**config.mk**
```make
export PLATFORM = sky130hd
export DESIGN_NAME = gray_frame_sequencer
export DESIGN_NICKNAME = d
export VERILOG_FILES = /design/src/rtl/gray_frame_sequencer.sv
export SDC_FILE = /design/constraint.sdc
export NUM_CORES = 1
export LEC_CHECK = 0
export CORE_MARGIN = 2
export CORE_UTILIZATION = 59
export CTS_CLUSTER_DIAMETER = 50
export DETAILED_ROUTE_END_ITERATION = 12
export GPL_TIMING_DRIVEN = 0
export PLACE_DENSITY = 0.89
export REMOVE_ABC_BUFFERS = 1
export SLEW_MARGIN = 5
export SYNTH_ARGS = -nofsm -noshare
export SYNTH_HDL_FRONTEND = slang
export SYNTH_SLANG_ARGS = --single-unit
```
**constraint.sdc**
```tcl
create_clock -name clk -period 2.3 [get_ports clk]
set_input_delay 0.23 -clock clk [delete_from_list [all_inputs] [get_ports clk]]
set_output_delay 0.23 -clock clk [all_outputs]
set_load 0.02 [all_outputs]
```
**src/rtl/gray_frame_sequencer.sv**
```systemverilog
// In-place RGB888 -> grayscale conversion of a single-port frame buffer.
// One pixel every RD_LAT+2 cycles: READ, RD_LAT x WAIT, WRITE.
module gray_frame_sequencer #(
    parameter int IMG_W  = 160,
    parameter int IMG_H  = 120,
    parameter int ADDR_W = 15,
    parameter int RD_LAT = 2
) (
    input  logic              clk,
    input  logic              rst_n,
    input  logic              start,
    input  logic              abort,
    input  logic [1:0]        mode_sel,
    output logic              busy,
    output logic              done,
    output logic [ADDR_W-1:0] mem_addr,
    output logic              mem_rd_en,
    input  logic [23:0]       mem_rd_data,
    output logic              mem_wr_en,
    output logic [23:0]       mem_wr_data
);

    localparam int                NPIX      = IMG_W * IMG_H;
    localparam logic [ADDR_W-1:0] LAST_ADDR = ADDR_W'(NPIX - 1);
    localparam int                CNT_W     = (RD_LAT > 1) ? $clog2(RD_LAT) : 1;
    localparam logic [CNT_W-1:0]  WAIT_INIT = CNT_W'(RD_LAT - 1);

    localparam logic [1:0] MODE_AVG = 2'd1;
    localparam logic [1:0] MODE_LUM = 2'd2;

    typedef enum logic [2:0] {
        S_IDLE,
        S_READ,
        S_WAIT,
        S_WRITE,
        S_DONE
    } state_t;

    state_t            r_state, w_next;
    logic [ADDR_W-1:0] r_addr, w_next_addr;
    logic [CNT_W-1:0]  r_wait_cnt, w_next_cnt;
    logic [1:0]        r_mode, w_next_mode;

    logic              r_busy, r_done, r_rd_en, r_wr_en;
    logic [ADDR_W-1:0] r_mem_addr;
    logic [23:0]       r_wr_data;

    logic [9:0]        w_sum;
    logic [16:0]       w_avg_prod;
    logic [15:0]       w_lum_sum;
    logic [7:0]        w_gray;
    logic [23:0]       w_wr_word;

    always_comb begin
        w_next      = r_state;
        w_next_addr = r_addr;
        w_next_cnt  = r_wait_cnt;
        w_next_mode = r_mode;
        unique case (r_state)
            S_IDLE: begin
                if (start && !abort) begin
                    w_next_mode = mode_sel;
                    w_next_addr = '0;
                    w_next      = S_READ;
                end
            end
            S_READ: begin
                w_next_cnt = WAIT_INIT;
                w_next     = S_WAIT;
            end
            S_WAIT: begin
                if (r_wait_cnt == '0) begin
                    w_next = S_WRITE;
                end else begin
                    w_next_cnt = r_wait_cnt - 1'b1;
                end
            end
            S_WRITE: begin
                if (r_addr == LAST_ADDR) begin
                    w_next = S_DONE;
                end else begin
                    w_next_addr = r_addr + 1'b1;
                    w_next      = S_READ;
                end
            end
            S_DONE:  w_next = S_IDLE;
            default: w_next = S_IDLE;
        endcase
        if (abort) begin
            w_next = S_IDLE;
        end
    end

    // Gray is computed straight from mem_rd_data on the last WAIT cycle and
    // registered as the write word, so the WRITE-cycle outputs stay Moore.
    always_comb begin
        w_sum      = 10'(mem_rd_data[23:16]) + 10'(mem_rd_data[15:8]) + 10'(mem_rd_data[7:0]);
        w_avg_prod = 17'(w_sum) * 17'd85;
        w_lum_sum  = 16'd54  * 16'(mem_rd_data[23:16])
                   + 16'd183 * 16'(mem_rd_data[15:8])
                   + 16'd18  * 16'(mem_rd_data[7:0]);
        w_gray     = '0;
        w_wr_word  = mem_rd_data;
        if (r_mode == MODE_AVG) begin
            w_gray    = 8'(w_avg_prod >> 8);
            w_wr_word = {w_gray, w_gray, w_gray};
        end else if (r_mode == MODE_LUM) begin
            w_gray    = 8'(w_lum_sum >> 8);
            w_wr_word = {w_gray, w_gray, w_gray};
        end
    end

    always_ff @(posedge clk or negedge rst_n) begin
        if (!rst_n) begin
            r_state    <= S_IDLE;
            r_addr     <= '0;
            r_wait_cnt <= '0;
            r_mode     <= '0;
            r_busy     <= 1'b0;
            r_done     <= 1'b0;
            r_rd_en    <= 1'b0;
            r_wr_en    <= 1'b0;
            r_mem_addr <= '0;
            r_wr_data  <= '0;
        end else begin
            r_state    <= w_next;
            r_addr     <= w_next_addr;
            r_wait_cnt <= w_next_cnt;
            r_mode     <= w_next_mode;
            r_busy     <= (w_next == S_READ) || (w_next == S_WAIT) || (w_next == S_WRITE);
            r_done     <= (w_next == S_DONE);
            r_rd_en    <= (w_next == S_READ);
            r_wr_en    <= (w_next == S_WRITE);
            r_mem_addr <= ((w_next == S_READ) || (w_next == S_WRITE)) ? w_next_addr : '0;
            r_wr_data  <= (w_next == S_WRITE) ? w_wr_word : '0;
        end
    end

    assign busy        = r_busy;
    assign done        = r_done;
    assign mem_addr    = r_mem_addr;
    assign mem_rd_en   = r_rd_en;
    assign mem_wr_en   = r_wr_en;
    assign mem_wr_data = r_wr_data;

endmodule

```
Word-level counts from Yosys, hierarchy flattened
Cells that the tools add are included.
- magnitude comparators: 0
- add/sub/neg operators: 6
- eq/ne operators: 10
- bitwise logic cells: 0
- multiplexer cells: 14
- reduce and logical (&&, ||, !) cells: 8
- shift-type cells: 0
- div/mod/pow operators: 0
- multiply operators: 4
- operators with widths (kind ; count):
    24-bit two-way mux ; 3
    15-bit two-way mux ; 3
    15-bit one-hot mux with 2 select lines ; 1
    14-bit by 16-bit adder with 16-bit output ; 1
    16-bit by 13-bit adder with 16-bit output ; 1
    10-bit by 7-bit multiplier with 16-bit output (second input constant) ; 1
    8-bit by 8-bit multiplier with 16-bit output (first input constant) ; 1
    15-bit by 1-bit adder with 15-bit output (second input constant) ; 1
    15-bit == test (second input constant) ; 1
    5-bit by 8-bit multiplier with 13-bit output (first input constant) ; 1
    3-bit by 2-bit == test with 1-bit output (second input constant) ; 4
    4-bit by 8-bit multiplier with 12-bit output (first input constant) ; 1
    3-bit two-way mux ; 4
    3-bit one-hot mux with 4 select lines ; 1
    9-bit by 8-bit adder with 10-bit output ; 1
    8-bit by 8-bit adder with 9-bit output ; 1
    3-bit by 1-bit == test with 1-bit output (second input constant) ; 2
    3-bit == test (second input constant) ; 1
    3-bit zero test ; 1
    1-bit logical OR ; 3
    2-bit by 1-bit == test with 1-bit output (second input constant) ; 1
    2-bit == test (second input constant) ; 1
    1-bit one-hot mux with 2 select lines ; 1
    2-bit AND reduction ; 1
    other kinds (5) ; 5
- memory bits (read-only): 0
- register bits: 64
- bits in latches: 0
- bits of input ports: 30
- memories kept: 0
- logic and storage cells: 52
- output and inout bits: 43
- memory bits (writable): 0

Longest topological paths before layout
Gate-level depths: netlist of the first run.
- depth after elaboration: 8
- mapped depth: 26
- depth with buffers taken out: 26

Least setup slack after synthesis of the first run
No wires, ideal clock.
- kind: in2reg
- from: input mem_rd_data[17]
- to: register r_wr_data[22], in the netlist mem_wr_data[22]
- arrival: 6.159 ns
- stages: 25
- setup time: 0.145 ns
- path buffers: 0
- data required time: 2.155 ns
- slack: -4.004 ns
- cell sequence: ha_1 -> inv_1 -> fa_1 -> fa_1 -> inv_1 -> ha_1 -> o21ai_1 -> a21boi_0 -> o21ai_1 -> nor2b_1 -> xor2_1 -> fa_1 -> fa_1 -> inv_1 -> fa_1 -> inv_1 -> fa_1 -> inv_1 -> ha_1 -> nand2_1 -> o21a_1 -> o211a_1 -> or4_1 -> o211ai_1 -> a2111oi_1
- longest elaborated chain between the ends: 6
- RTL lines (element ; RTL line ; source):
    start, declared ; 18 ; input logic [23:0] mem_rd_data,
    5-bit by 8-bit multiplier with 13-bit output ; 99 ; w_lum_sum = 16'd54 * 16'(mem_rd_data[23:16])
    14-bit by 16-bit adder with 16-bit output ; 100 ; + 16'd183 * 16'(mem_rd_data[15:8])
    16-bit by 13-bit adder with 16-bit output ; 101 ; + 16'd18 * 16'(mem_rd_data[7:0]);
    24-bit two-way mux ; 107 ; end else if (r_mode == MODE_LUM) begin
    24-bit two-way mux (*) ; 104 ; if (r_mode == MODE_AVG) begin
    24-bit two-way mux (*) ; 135 ; r_wr_data <= (w_next == S_WRITE) ? w_wr_word : '0;
    end signal, assigned ; 135 ;
    end, declared ; 46 ; logic [23:0] r_wr_data;
Every way passes the cells marked *; elsewhere a longest branch is shown, timed or not.
A chain may end at the register's enable or synchronous reset.

Final worst setup path of the first run
- from: input mem_rd_data[18]
- to: register r_wr_data[22], in the netlist mem_wr_data[22]
The elaborated chain is that of the path after synthesis.

==> results of run 1 <==
==> worst max-delay path: cells and delay by family <==
kind	cells	cell delay [ns]
and+or+nand+nor	4	0.73
adders and majority gates	10	4.17
AOI/OAI and AO/OA	6	0.84
buffers and inverters	7	0.46
==> timing repair <==
action,4_1_cts,5_1_grt
pin swaps,44,35
hold buffers,0,0
setup buffers,15,4
gates resized for setup,103,28
setup endpoints to repair,34,24
==> routing by layer <==
metal,wire (um),up-vias,GRT usage,share of wire
li1,-,2847,-,-
met4,1450,0,0.168,0.068
met5,0,-,0,0
met3,1900,139,0.0576,0.089
met1,7830,3140,0.377,0.37
met2,10200,413,0.515,0.48
==> cells by family (layout without fill, tap and decap cells) <==
| logic type | after synthesis | after routing | share of synthesized area |
|---|---|---|---|
| adder cells (fa/ha/maj) | 194 | 194 | 0.399 |
| buffers and inverters | 174 | 272 | 0.0885 |
| AND/OR/NAND/NOR | 170 | 170 | 0.120 |
| AO/OA/AOI/OAI | 157 | 157 | 0.138 |
| flip-flops | 64 | 64 | 0.215 |
| XOR/XNOR | 28 | 28 | 0.0329 |
| multiplexers | 4 | 4 | 0.00588 |
==> synth_stat cells, types with 7 or more instances <==
| master | number |
|---|---|
| o21ai_0 | 41 |
| nand4_1 | 7 |
| ha_1 | 121 |
| and2_1 | 13 |
| nor2_1 | 32 |
| xor2_1 | 12 |
| dfrtp_1 | 64 |
| nand2b_1 | 8 |
| a211oi_1 | 10 |
| inv_1 | 165 |
| a21o_1 | 9 |
| xnor2_1 | 16 |
| fa_1 | 73 |
| a21oi_1 | 37 |
| nand3_1 | 15 |
| nor3_1 | 16 |
| nand2_1 | 40 |
| nor2b_1 | 11 |
| o21ai_1 | 9 |
==> area by class of cell <==
class	instances	area (um^2)
Clock buffer	11	243
Timing Repair Buffer	91	873
Fill cell	760	3210
Inverter	165	627
Tap cell	172	215
Clock inverter	5	80.1
Multi-Input combinational cell	553	5620
Sequential cell	64	1600
==> worst min path at each step <==
stage,slack [ns],end,start,cells past startpoint
global placement,0.49,r_addr[12],r_addr[12],2
finish,-0.02,mem_addr[9],rst_n,1
detailed placement,0.36,mem_addr[5],rst_n,1
global route,0.06,r_addr[9],rst_n,1
floorplan,-0.07,busy,rst_n,0
CTS,0.008,r_addr[5],rst_n,1
==> per-stage QoR <==
stage | worst slack (ns) | setup TNS [ns] | area [um^2] | std cells | hold slack, ns
after floorplan | -4.00 | -90.83 | 7410 | 782 | -0.0656
after global placement | -5.21 | -178.49 | 8340 | 1026 | 0.488
after detailed placement | -5.32 | -121.88 | 8340 | 1026 | 0.360
after CTS | -3.76 | -86.92 | 9100 | 1057 | 0.00810
after global routing | -4.13 | -95.42 | 9260 | 1061 | 0.0564
final | -3.96 | -92.09 | 9260 | 1061 | -0.0190
==> sequential cells by signal (all words and copies together) (netlist names) <==
| register | cells |
|---|---|
| busy | 1 |
| done | 1 |
| r_wait_cnt | 1 |
| r_addr | 15 |
| mem_addr | 15 |
| r_state | 3 |
| r_mode | 2 |
| mem_rd_en | 1 |
| mem_wr_en | 1 |
| mem_wr_data | 24 |
==> qor.yml, run 1 <==
timing:
  slew_headroom: 0.245
  hold_ws_ns: -0.0190
  worst_slew_pin_slew_ns: 1.13
  fin_crit_ns: 6.26
  finalCritPeriodShare: 2.72
  final-hold-violation-count: 17
  drv_slew: 0
  finalSetupViolations: 24
  skew_ns: 0.00782
  fmax_ghz: 0.160
  worst_slack_ns: -3.96
  grt_setup_unrepaired: "yes"
logic_synthesis:
  synth_area_leaders: "dfrtp_1 22%, ha_1 20%, fa_1 20%"
  seq_area_frac_synth: 0.215
  synth_area_mm2: 0.00745
  synth_top_area_frac: 0.215
  async_reset_ff_frac: 1.00
  yosys_register_bits: 64
  ys_types: 67
  ys_warn_count: 0
  syn-instance-count: 791
  synth_top_area_cell: "dfrtp_1"
  synth_ff_type: "dfrtp_1"
  synth_edf_count: 0
  synth.avg_cell_area_um2: 9.42
floorplan:
  dieWidth_um: 116
  initial_core_util: 0.598
  die-area_mm2: 0.0135
  core-area_mm2: 0.0125
  ios: 73
  rows: 41
  die_h_um: 116
clock_network:
  clkTransAtPathRegs_ns: 0.06
  h-tree-depth: 3
  clock-root-buffer: "clkbuf_16"
  cts_num_sinks: 64
  cts_tree: "built"
  cts-buffers-inserted: 9
  cts_max_path_buffers: 2
  clock_latency_ns: 0.33
flow_run:
  maxCapViolations: 0
critical_path:
  crit_end: "mem_wr_data[22]"
  critPathLaunchType: "primary input"
  crit_top_cell: "fa_1"
  slowest_stage: "fa_1"
  rrSetupSlack_ns: -0.09
  endpoint_kind: "register"
  crit_type: "primary input to register"
  r2r-end: "mem_wr_data[22]"
  reg2reg_depth: 3
  reg2reg_from: "r_mode[0]"
  required_ns: 2.48
  arrival_ns: 6.44
  crit_start: "mem_rd_data[18]"
  path_max_fanout: 5
  max_stage_delay_ns: 0.55
final_layout:
  fin_nets: 1108
  layout_common_cells: "154 x inv_1, 109 x ha_1, 72 x fa_1"
  synthToLayoutAreaGrowth_pct: 24.3
  drive_gt1_frac: 0.136
  layout_commonest_cell: "inv_1"
  diodes: 0
  final_core_util: 0.742
drt:
  post_drt_via_cell_ratio: 6.16
  routed_wl_mm: 21.4
  wire_per_inst_um: 20.1
  drt_iter0_markers: 708
  dr.pass1.iters: 5
  via_count: 6539
  route.detailed.drc: 0
  ant_nets: 0
status:
  violations: "hold timing, setup timing"
  outcome: "complete, but fails checks"
grt:
  grt_pass1_wl_mm: 31.7
  antenna_found_initial: 0
  first_global_vias: 6460
  track_usage: 0.308
  grt_remaining_overflow: 0
  grt_max_degree: 65
placement:
  gp_congestion: 0.949
  dpl.hpwl_mm: 14.4
  port_buffers: 72
hold_path:
  hp-class: "primary input to asynchronous set/reset pin"
Power of run 1 is not shown: default switching activity piles up to over one toggle a cycle in this logic, so the estimate is an artifact.
==> inputs of run 2 (changes only) <==
--- a/config.mk
+++ b/config.mk
@@ -9,6 +9,7 @@
 export CORE_UTILIZATION = 59
 export CTS_CLUSTER_DIAMETER = 50
 export DETAILED_ROUTE_END_ITERATION = 12
+export GPL_ROUTABILITY_DRIVEN = 0
 export GPL_TIMING_DRIVEN = 0
 export PLACE_DENSITY = 0.89
 export REMOVE_ABC_BUFFERS = 1
==> results of run 2 <==
The final DEF is identical to that of run 1; final timing and power are the same.
Power of run 2 is left out for the same reason.
